===== config.mk =====
export PLATFORM = sky130hd
export DESIGN_NAME = alu_seq_param
export DESIGN_NICKNAME = d
export VERILOG_FILES = /design/src/rtl/alu_seq_param.sv
export SDC_FILE = /design/constraint.sdc
export NUM_CORES = 1
export LEC_CHECK = 0
export ABC_CLOCK_PERIOD_IN_PS = 4000
export CAP_MARGIN = 0
export CELL_PAD_IN_SITES_DETAIL_PLACEMENT = 0
export CELL_PAD_IN_SITES_GLOBAL_PLACEMENT = 1
export CORE_MARGIN = 3
export CORE_UTILIZATION = 38
export CTS_BUF_LIST = sky130_fd_sc_hd__clkbuf_4
export DETAILED_ROUTE_END_ITERATION = 8
export HOLD_SLACK_MARGIN = 0.15
export PLACE_DENSITY = 0.91
export SYNTH_ARGS = -nofsm -noshare
export SYNTH_HDL_FRONTEND = slang
export SYNTH_SLANG_ARGS = --single-unit

===== constraint.sdc =====
create_clock -name Clock -period 4 [get_ports Clock]
set_input_delay 0.8 -clock Clock [delete_from_list [all_inputs] [get_ports Clock]]
set_output_delay 0.8 -clock Clock [all_outputs]
set_load 0.02 [all_outputs]

===== src/rtl/alu_seq_param.sv =====
// alu_seq_param -- registered, handshaked ALU for the CPU datapath, sitting
// between the register-file read stage and writeback.
//
// Optional feature macro: ALU_SEQ_MUL_EN
//   defined   : ALUOp 111 is an unsigned iterative shift-add multiply taking
//               WIDTH cycles in a dedicated MUL state.
//   undefined : no MUL state or multiplier registers; ALUOp 111 completes in
//               one cycle with Result=0, Zero=1, Overflow=0, CarryOut=0.
//
// Parameters:
//   WIDTH  datapath width (>= 4, power of 2); SHW = log2(WIDTH) is derived.
//
// Ports:
//   Clock     rising-edge clock
//   Reset     synchronous active-high reset
//   InValid   operands/op presented        InReady   block can accept now
//   A, B      operands                     ALUOp     operation select
//   AInvert   use ~A (AND/OR/ADD/SLT)      BNegate   use ~B, carry-in 1
//   OutValid  result/flags valid           OutReady  consumer takes result
//   Result    registered result            Zero      Result == 0
//   Overflow  signed overflow              CarryOut  carry / shifted-out bit /
//                                                    product-high nonzero
`default_nettype none

module alu_seq_param #(
  parameter int unsigned WIDTH = 16
) (
  input  logic             Clock,
  input  logic             Reset,
  input  logic             InValid,
  output logic             InReady,
  input  logic [WIDTH-1:0] A,
  input  logic [WIDTH-1:0] B,
  input  logic [2:0]       ALUOp,
  input  logic             AInvert,
  input  logic             BNegate,
  output logic             OutValid,
  input  logic             OutReady,
  output logic [WIDTH-1:0] Result,
  output logic             Zero,
  output logic             Overflow,
  output logic             CarryOut
);

  localparam int unsigned SHW = $clog2(WIDTH);

  typedef enum logic [2:0] {
    OP_AND = 3'b000,
    OP_OR  = 3'b001,
    OP_ADD = 3'b010,
    OP_SLT = 3'b011,
    OP_SLL = 3'b100,
    OP_SRL = 3'b101,
    OP_SRA = 3'b110,
    OP_MUL = 3'b111
  } op_e;

  op_e              op;
  logic             accept;
  logic [WIDTH-1:0] a_c;
  logic [WIDTH-1:0] b_c;
  logic [WIDTH:0]   sum;
  logic             add_ovf;
  logic [SHW-1:0]   amt;
  logic [WIDTH:0]   sll_w;
  logic [WIDTH:0]   srl_w;
  logic [WIDTH:0]   sra_w;
  logic [WIDTH-1:0] res_c;
  logic             ovf_c;
  logic             co_c;

  assign op     = op_e'(ALUOp);
  assign accept = InValid & InReady;

  // Single-cycle datapath, evaluated on the live inputs at acceptance.
  always_comb begin
    a_c = AInvert ? ~A : A;
    b_c = BNegate ? ~B : B;
    sum = {1'b0, a_c} + {1'b0, b_c} + {{WIDTH{1'b0}}, BNegate};
    // Carry into the MSB recovered from the MSB sum bit and its operands.
    add_ovf = (a_c[WIDTH-1] ^ b_c[WIDTH-1] ^ sum[WIDTH-1]) ^ sum[WIDTH];
    amt = B[SHW-1:0];
    // Each shift runs on a one-bit-wider vector so the extra bit catches the
    // last bit shifted out (and stays 0 for a zero amount).
    sll_w = {1'b0, A} << amt;
    srl_w = {A, 1'b0} >> amt;
    sra_w = $signed({A, 1'b0}) >>> amt;

    res_c = '0;
    ovf_c = 1'b0;
    co_c  = 1'b0;
    case (op)
      OP_AND: res_c = a_c & b_c;
      OP_OR:  res_c = a_c | b_c;
      OP_ADD: begin
        res_c = sum[WIDTH-1:0];
        ovf_c = add_ovf;
        co_c  = sum[WIDTH];
      end
      OP_SLT: begin
        res_c = {{(WIDTH-1){1'b0}}, sum[WIDTH-1] ^ add_ovf};
        ovf_c = add_ovf;
        co_c  = sum[WIDTH];
      end
      OP_SLL: begin
        res_c = sll_w[WIDTH-1:0];
        co_c  = sll_w[WIDTH];
      end
      OP_SRL: begin
        res_c = srl_w[WIDTH:1];
        co_c  = srl_w[0];
      end
      OP_SRA: begin
        res_c = sra_w[WIDTH:1];
        co_c  = sra_w[0];
      end
      default: begin
        res_c = '0;
        ovf_c = 1'b0;
        co_c  = 1'b0;
      end
    endcase
  end

`ifdef ALU_SEQ_MUL_EN

  typedef enum logic {
    S_IDLE = 1'b0,
    S_MUL  = 1'b1
  } state_e;

  state_e             state;
  logic [SHW-1:0]     cnt;
  logic [2*WIDTH-1:0] mcand;
  logic [WIDTH-1:0]   mplier;
  logic [2*WIDTH-1:0] prod;
  logic [2*WIDTH-1:0] prod_next;

  assign InReady   = (state == S_IDLE) & (~OutValid | OutReady);
  assign prod_next = prod + (mplier[0] ? mcand : '0);

  always_ff @(posedge Clock) begin
    if (Reset) begin
      state    <= S_IDLE;
      cnt      <= '0;
      mcand    <= '0;
      mplier   <= '0;
      prod     <= '0;
      OutValid <= 1'b0;
      Result   <= '0;
      Zero     <= 1'b1;
      Overflow <= 1'b0;
      CarryOut <= 1'b0;
    end else begin
      case (state)
        S_IDLE: begin
          if (accept) begin
            if (op == OP_MUL) begin
              // Any previous result was consumed this cycle (InReady implies it).
              state    <= S_MUL;
              cnt      <= '0;
              mcand    <= {{WIDTH{1'b0}}, A};
              mplier   <= B;
              prod     <= '0;
              OutValid <= 1'b0;
            end else begin
              Result   <= res_c;
              Zero     <= (res_c == '0);
              Overflow <= ovf_c;
              CarryOut <= co_c;
              OutValid <= 1'b1;
            end
          end else if (OutReady) begin
            OutValid <= 1'b0;
          end
        end
        S_MUL: begin
          prod   <= prod_next;
          mcand  <= mcand << 1;
          mplier <= mplier >> 1;
          cnt    <= cnt + SHW'(1);
          if (cnt == SHW'(WIDTH - 1)) begin
            Result   <= prod_next[WIDTH-1:0];
            Zero     <= (prod_next[WIDTH-1:0] == '0);
            Overflow <= 1'b0;
            CarryOut <= |prod_next[2*WIDTH-1:WIDTH];
            OutValid <= 1'b1;
            cnt      <= '0;
            state    <= S_IDLE;
          end
        end
        default: state <= S_IDLE;
      endcase
    end
  end

`else

  assign InReady = ~OutValid | OutReady;

  always_ff @(posedge Clock) begin
    if (Reset) begin
      OutValid <= 1'b0;
      Result   <= '0;
      Zero     <= 1'b1;
      Overflow <= 1'b0;
      CarryOut <= 1'b0;
    end else if (accept) begin
      Result   <= res_c;
      Zero     <= (res_c == '0);
      Overflow <= ovf_c;
      CarryOut <= co_c;
      OutValid <= 1'b1;
    end else if (OutReady) begin
      OutValid <= 1'b0;
    end
  end

`endif

endmodule

`default_nettype wire


* Word level (Yosys, flattened, before mapping)
Index checks and enable logic that the tools add are counted.
Widths: inputs -> output; s select.
** Word-level totals
- Bits of input ports :: 41
- Register bits :: 20
** Operators by class
- Shift operators :: 3
- $add $sub $neg :: 2
- Reduce and logical (&&, ||, !) cells :: 4
- Mux-type cells :: 7
- Equal/unequal tests :: 6
- Bitwise gates (word level) :: 11
** Operators by type and width (number)
- $pmux 16 s7 :: 1
- $mux 16 :: 2
- $not 16->16 :: 2
- $add 16x16->17 :: 1
- $add 17x1->17 :: 1
- $shl 16x4->17 :: 1
- $shr 17x4->17 :: 1
- $sshr 17x4->17 :: 1
- $and 16x16->16 :: 1
- $logic_not 16->1 :: 1
- $or 16x16->16 :: 1
- $eq 3x3->1 const B :: 3
- $eq 3x2->1 const B :: 2
- $pmux 1 s4 :: 1
- $xor 1x1->1 :: 4
- $eq 3x1->1 const B :: 1
- $logic_not 3->1 :: 1
- $mux 1 :: 3
- $reduce_bool 2->1 :: 1
- $reduce_or 2->1 :: 1
- $and 1x1->1 :: 1
- $not 1->1 :: 1
- $or 1x1->1 :: 1

* Logic depth before layout (Yosys ltp)
- Depth in word-level cells :: 9
- Depth in mapped cells :: 17

* Worst setup path before layout
Ideal clock, no wire load.
- Kind :: in2reg
- From :: in B[0]
- To :: reg Zero
- Arrival time :: 3937 ps
- Slack :: -32 ps
- Data required time :: 3904 ps
- Stages on the path :: 16
- Cells stage by stage :: buf_4 > buf_6 > buf_6 > buf_4 > buf_2 > nor2_1 > a21oi_1 > fa_1 > a21o_1 > a221oi_2 > xnor2_1 > a2111oi_0 > nand2_1 > nor4_2 > nand4_1 > o41ai_2
** Between the ends
- Word-level cells in the longest chain between the ends :: 9
- Elaborated cells on any way between the ends :: 14
- Classes of those cells :: add/sub (2); shift (3); mux (2); bitwise (6); reduce/logical (1)
** RTL lines
- from (decl) :: line 33 : input logic [WIDTH-1:0] B,
- $not 16->16 :: line 78 : b_c = BNegate ? ~B : B;
- $mux 16 :: line 78
- $add 16x16->17 :: line 79 : sum = {1'b0, a_c} + {1'b0, b_c} + {{WIDTH{1'b0}}, BNegate};
- $add 17x1->17 :: line 79
- $xor 1x1->1 (2 in series) :: line 81 : add_ovf = (a_c[WIDTH-1] ^ b_c[WIDTH-1] ^ sum[WIDTH-1]) ^ sum[WIDTH];
- $xor 1x1->1 :: line 101 : res_c = {{(WIDTH-1){1'b0}}, sum[WIDTH-1] ^ add_ovf};
- $pmux 16 s7 (*) :: line 92 : case (op)
- $logic_not 16->1 (*) :: line 210 : Zero <= (res_c == '0);
- to (signal assigned) :: line 210
- to (decl) :: line 40 : output logic Zero,
Every way passes the cells marked *; elsewhere a longest branch is shown, timed or not.
A chain may end at the register's enable or synchronous reset.

* Final worst setup path
- From :: in A[0]
- To :: reg Zero
** Between the ends
- Word-level cells in the longest chain between the ends :: 9
- Elaborated cells on any way between the ends :: 14
- Classes of those cells :: add/sub (2); shift (3); mux (2); bitwise (6); reduce/logical (1)
** RTL lines
- from (decl) :: line 32 : input logic [WIDTH-1:0] A,
- $not 16->16 :: line 77 : a_c = AInvert ? ~A : A;
- $mux 16 :: line 77
- $add 16x16->17 :: line 79
- $add 17x1->17 :: line 79
- $xor 1x1->1 (2 in series) :: line 81
- $xor 1x1->1 :: line 101
- $pmux 16 s7 (*) :: line 92
- $logic_not 16->1 (*) :: line 210
Marked as above.

==> flow_metrics.py <==
metrics = {
    "pwr": {
        "seqPwrFrac_pct": 17.2,
        "combPwrFrac_pct": 75.6,
        "static-leakage-power_uw": 0.00254,
        "power.switching_uw": 612,
        "powerDensity_nw_per_um2": 226,
        "switching_share_pct": 46.6,
        "pwr-share-clk_pct": 7.1,
        "p_int_uw": 701,
        "vdd_ir_drop_max_mv": 0.0994,
    },
    "clock_tree": {
        "cts.sinks": 20,
        "cts_tree": "built",
        "ctsHtreeMaxLevel": 1,
        "cts_inserted_buffers": 3,
        "clk_path_buf_depth": 2,
        "cts_root_buf": "clkbuf_4",
        "clk_pin_slew_ps": 100,
        "insertion_delay_ps": 290,
        "postCtsSetupRepairBufs": 0,
    },
    "finish": {
        "nFillCells": 1162,
        "final_nets": 800,
        "num_antenna_cells": 0,
        "layout.cells.non_filler": 868,
        "design_area_sq_um": 5800,
        "layout-drive-gt1-share_pct": 19.4,
        "syn_to_final_growth_pct": 28.9,
        "fin_util_pct": 50.3,
    },
    "detailed_routing": {
        "drtPass1Iterations": 5,
        "vias": 5177,
        "drt-initial-drc-count": 542,
        "avgViaCountPerCell": 5.96,
        "wl_microns": 17100,
        "drc": 0,
        "wl_per_cell_microns": 19.7,
        "antenna_left": 0,
    },
    "synth": {
        "synth-main-ff-cell": "dfxtp_1",
        "synth_edf_count": 0,
        "synthDistinctLibCells": 75,
        "ys_seq_area_share_pct": 8.90,
        "synth_common_cells": "69 x nor2_1, 54 x nand2_1, 42 x inv_1",
        "synth_async_sr_flop_share_pct": 0,
        "synth_nets": 690,
        "postSynthAreaPerCell_sq_um": 7.30,
        "syn-cell-area_sq_um": 4500,
        "yosys_warnings": 0,
        "synth.ff_latch_count": 20,
        "synthCells": 616,
        "synth_area_leader_cell": "dfxtp_1",
        "synthTopCellsByArea": "dfxtp_1 8.9%, ha_1 8.9%, xor2_1 6.6%",
        "synth_top_area_share_pct": 8.90,
        "synth_most_common_cell": "nor2_1",
    },
    "place": {
        "portBuffers": 61,
        "place_area_sq_um": 5710,
        "dp_hpwl_microns": 14000,
        "place_inst": 864,
        "globalplace.congestion": 0.955,
    },
    "sta": {
        "rsz0062_at_grt": "no",
        "drv_slew": 0,
        "slew-limit-headroom_pct": 44.4,
        "setup_viol": 0,
        "fin_crit_sh_pct": 96.5,
        "tightest_slew_ps": 834,
        "max_freq_ghz": 0.259,
        "finClkSkew_ps": 0.962,
        "finalHoldViolCount": 0,
        "fin_crit_ps": 3860,
    },
    "hold_path": {
        "hold_end": "Overflow$_SDFFE_PP0P_",
        "hp-class": "reg2reg",
        "min_delay_path_depth": 2,
        "min_from": "Overflow$_SDFFE_PP0P_",
    },
    "global_route": {
        "grt_max_degree": 53,
        "grt_first_pass_wirelength_microns": 26500,
        "grt_antenna_before_repair": 0,
        "gr-total-overflow": 0,
        "grt_usage_pct": 25.2,
        "grt_pass1_vias": 4896,
    },
    "worst_setup_path": {
        "cp_cell_sequence": "clkdlybuf4s50_1 -> xnor2_2 -> a21oi_1 -> fa_1 -> a21o_1 -> a221oi_4 -> xnor2_1 -> a2111oi_2 -> buf_4 -> nand2_1 -> nor4_2 -> nand4_1 -> o41ai_2",
        "ff2ff_path_depth": 6,
        "startpoint_type": "primary input",
        "r2r-end": "Zero$_SDFFE_PP1P_",
        "worstSetupEndpointType": "flip-flop",
        "slowest_delay_ps": 480,
        "crit_required_ps": 4210,
        "critical_path_buf_inv_count": 2,
        "slowest_stage": "clkdlybuf4s50_1",
        "crit_fanout": 2,
        "r2r_slack_ps": 1900,
        "crit_family": "compound AO/OA/AOI/OAI gates",
        "arrival_ps": 4070,
        "critPathKind": "in2reg",
        "regToRegStartpoint": "OutValid$_SDFFE_PP0P_",
    },
    "flow_run": {
        "maxCapViolCount": 0,
    },
    "die": {
        "ios": 62,
        "dieArea_sq_um": 13200,
        "fp.dieW_microns": 115,
        "core_sq_um": 11500,
        "rows": 39,
        "die_h_microns": 115,
        "start_util_pct": 39.0,
    },
    "status": {
        "status": "finished clean",
    },
}
-- state kept, by name, summed over array words and instances (netlist names) --
register,count
CarryOut,1
OutValid,1
Overflow,1
Result,16
Zero,1
-- stage by stage --
stage | hold WS (ps) | power (uW) | setup slack, ps | setup TNS, ps
CTS | 464 | 1280 | 34.5 | 0
global route | 501 | 1400 | 12.1 | 0
global placement | 442 | 1170 | -196 | -297
floorplan | 530 | 809 | 8.62 | 0
detailed placement | 448 | 1190 | -270 | -722
finish | 460 | 1310 | 138 | 0
-- layout make-up --
cell class	count	area [sq um]	share of cell area [%]
Multi-Input combinational cell	502	3700	63.8
Timing Repair Buffer	153	1320	22.7
Sequential cell	20	400	6.91
Tap cell	143	179	3.09
Inverter	46	173	2.98
Clock buffer	3	22.5	0.389
Clock inverter	1	3.75	0.0648
-- tightest hold or removal path: cells and delay by family, from the launching register on --
kind / cells / cell delay (ps)
compound gates: 1 / 50
flops: 1 / 320
simple gates: 1 / 50
-- routing by layer --
metal  wire (microns)  GRT usage, %  vias up
li1                 -             -     2448
met1             7230          35.1     2444
met2             8130          43.3      259
met3             1370          1.32       26
met4              351          5.24        0
met5                0             0        -
-- layout by cell type, fill, tap and decap left out, drive strengths merged, types with 20 or more instances in the layout --
master	instances
a21oi	42
xor2	34
ha	32
dfxtp	20
clkdlybuf4s50	57
mux2i	29
o21ai	29
nand2	54
buf	95
nor2	69
inv	46
-- kinds of logic after synthesis --
| group | count (synthesis) | synth area share (%) |
|---|---|---|
| simple gates | 199 | 21.1 |
| compound gates | 172 | 26.5 |
| buf+inv | 94 | 10.1 |
| mux | 55 | 15.6 |
| xor+xnor | 43 | 8.54 |
| fa+ha+maj | 33 | 9.35 |
| flops | 20 | 8.90 |
-- how the worst max path moves through the flow --
stage / startpoint / end / slack (ps) / cells after the start
finish: A[0] / Zero$_SDFFE_PP1P_ / 140 / 13
global route: BNegate / Zero$_SDFFE_PP1P_ / 10 / 15
CTS: AInvert / Zero$_SDFFE_PP1P_ / 30 / 13
detailed placement: AInvert / Zero$_SDFFE_PP1P_ / -270 / 13
global placement: AInvert / Zero$_SDFFE_PP1P_ / -200 / 13
floorplan: B[0] / Zero$_SDFFE_PP1P_ / 9 / 16
-- power by group through the flow --
| stage | sequential (uW) | clock, uW | combinational [uW] |
|---|---|---|---|
| 3_5_place_dp | 231 | 0 | 956 |
| 2_1_floorplan | 251 | 0 | 558 |
| 6_report | 226 | 93.3 | 993 |
| 5_1_grt | 228 | 106 | 1070 |
| 3_3_place_gp | 230 | 0 | 941 |
| 4_1_cts | 226 | 97.3 | 961 |
-- repair_timing --
action / CTS / global route
hold buffers: 0 / 0
gates resized for setup: 0 / 11
endpoints found under the setup margin: 0 / 3
Note: power is estimated with default switching activity, not from simulation.
==> variant: new RTL, same flow settings <==
The parameter `WIDTH` goes from 16 to 8.
--- a/src/rtl/alu_seq_param.sv
+++ b/src/rtl/alu_seq_param.sv
@@ -25,3 +25,3 @@
 module alu_seq_param #(
-  parameter int unsigned WIDTH = 16
+  parameter int unsigned WIDTH = 8
 ) (
Interface: changed (resized A, B and Result); port bits go from 62 to 38. The function was not compared with the original's and may differ.
==> variant against the unedited design <==
Clock power shrank 19%; wire length shrank 68%; worst setup slack gained 0.33 ns; cell area shrank 56%; highest routed layer unchanged; utilization shrank 0.96 points; critical path depth is the same; power shrank 57%; via count shrank 60%; area after synthesis shrank 55%; combinational power shrank 65%; sequential cell count shrank 8; first-iteration DRC count shrank 75%.
==> variant: results (changes against the unedited design) <==
* Outcome: complete, no violations
* Max reg flops at 8 (-8)
* Ranking of synthesized cells by area: dfxtp_1, ha_1, xor2_1
* Post-synthesis xor/xnor area fraction at 9.01% (+0.47 points)
* Layout non-clock buf frac at 18.9% (-3.8 points)
* # nets final at 348 (-56%)
* Clock Skews at 0.00196 ns (+0.000993 ns)
* Pre-antenna DRT Iters at 4 (-1)
* Worst EP arrival at 3.72 ns (-0.35 ns)
* Int Power at 0.325 mW (-54%)
* Worst Reg-to-Reg Cells at 7 (+1)
* WL met2 at 2.61 mm (-68%)
* CP max stage delay at 0.57 ns (+0.09 ns)
* Power Sequential at 0.135 mW (-40%)
* Metal-1 WL at 2.50 mm (-65%)
* Clock network power share at 13.4% (+6.3 points)
* Synth Instances at 271 (-56%)
* Hold_sp: Zero
* Clock buffers and inverters, area share at 1.04% (+0.58 points)
* Min-Delay Endpoint: Zero
* Gpl congestion at 0.916 (-4.1%)
* Area occupied by registers at 240 µm² (-40%)
* Library cells used by synthesis at 54 (-28%)
* Starting DRT DRC Count at 135 (-75%)
* Tightest Pin Transition at 0.522 ns (-0.313 ns)
* Post-Syn Nets at 313 (-55%)
* Seq_cells at 12 (-40%)
* Number of global-route vias before repair at 1887 (-61%)
* GRT Overall Usage at 17.2% (-8.0 points)
* Maximum vdd ir drop at 0.101 mV (+1.9%)
* Nonclk buf count at 50 (-67%)
* Multi-input gate share of total cell area at 63.6% (-0.28 points)
* Met3 wire length at 290 µm (-79%)
* Non-clock inverters at 24 (-48%)
* Placed cells at 371 (-57%)
* Fillers at 535 (-54%)
* Drt wl/cell at 14.5 µm (-26%)
* Worst-skew pair later-pin latency at 0.27 ns (-0.02 ns)
* Clk slew on worst S/H paths at 0.07 ns (-0.03 ns)
* Met3 Use GR at 1.25% (-0.069 points)
* Pleak at 1.08 nW (-57%)
* GR Layer Usage met1 at 23.0% (-12 points)
variant: changes by cell type after synthesis, sizes merged, moves of 8 or more:
| cell | before | now |
|---|---|---|
| inv | 46 | 24 |
| nand3 | 16 | 6 |
| o21ai | 29 | 10 |
| nor2 | 69 | 26 |
| nand2 | 54 | 18 |
| dfxtp | 20 | 12 |
| mux2 | 17 | 3 |
| buf | 33 | 12 |
| ha | 32 | 16 |
| a21oi | 42 | 21 |
| xor2 | 34 | 14 |
| o22ai | 13 | 2 |
| mux2i | 29 | 5 |
variant: through the flow:
step / instance area, µm² / hold slack [ns] / power (mW) / util, % / worst slack [ns]
floorplan: 2040 / 0.561 / 0.374 / - / 0.654
global placement: 2510 / 0.465 / 0.482 / 48.9 / 0.296
detailed placement: 2510 / 0.467 / 0.485 / 48.9 / 0.217
CTS: 2540 / 0.484 / 0.561 / 49.4 / 0.499
global route: 2540 / 0.531 / 0.603 / 49.4 / 0.165
finish: 2540 / 0.487 / 0.561 / 49.4 / 0.467
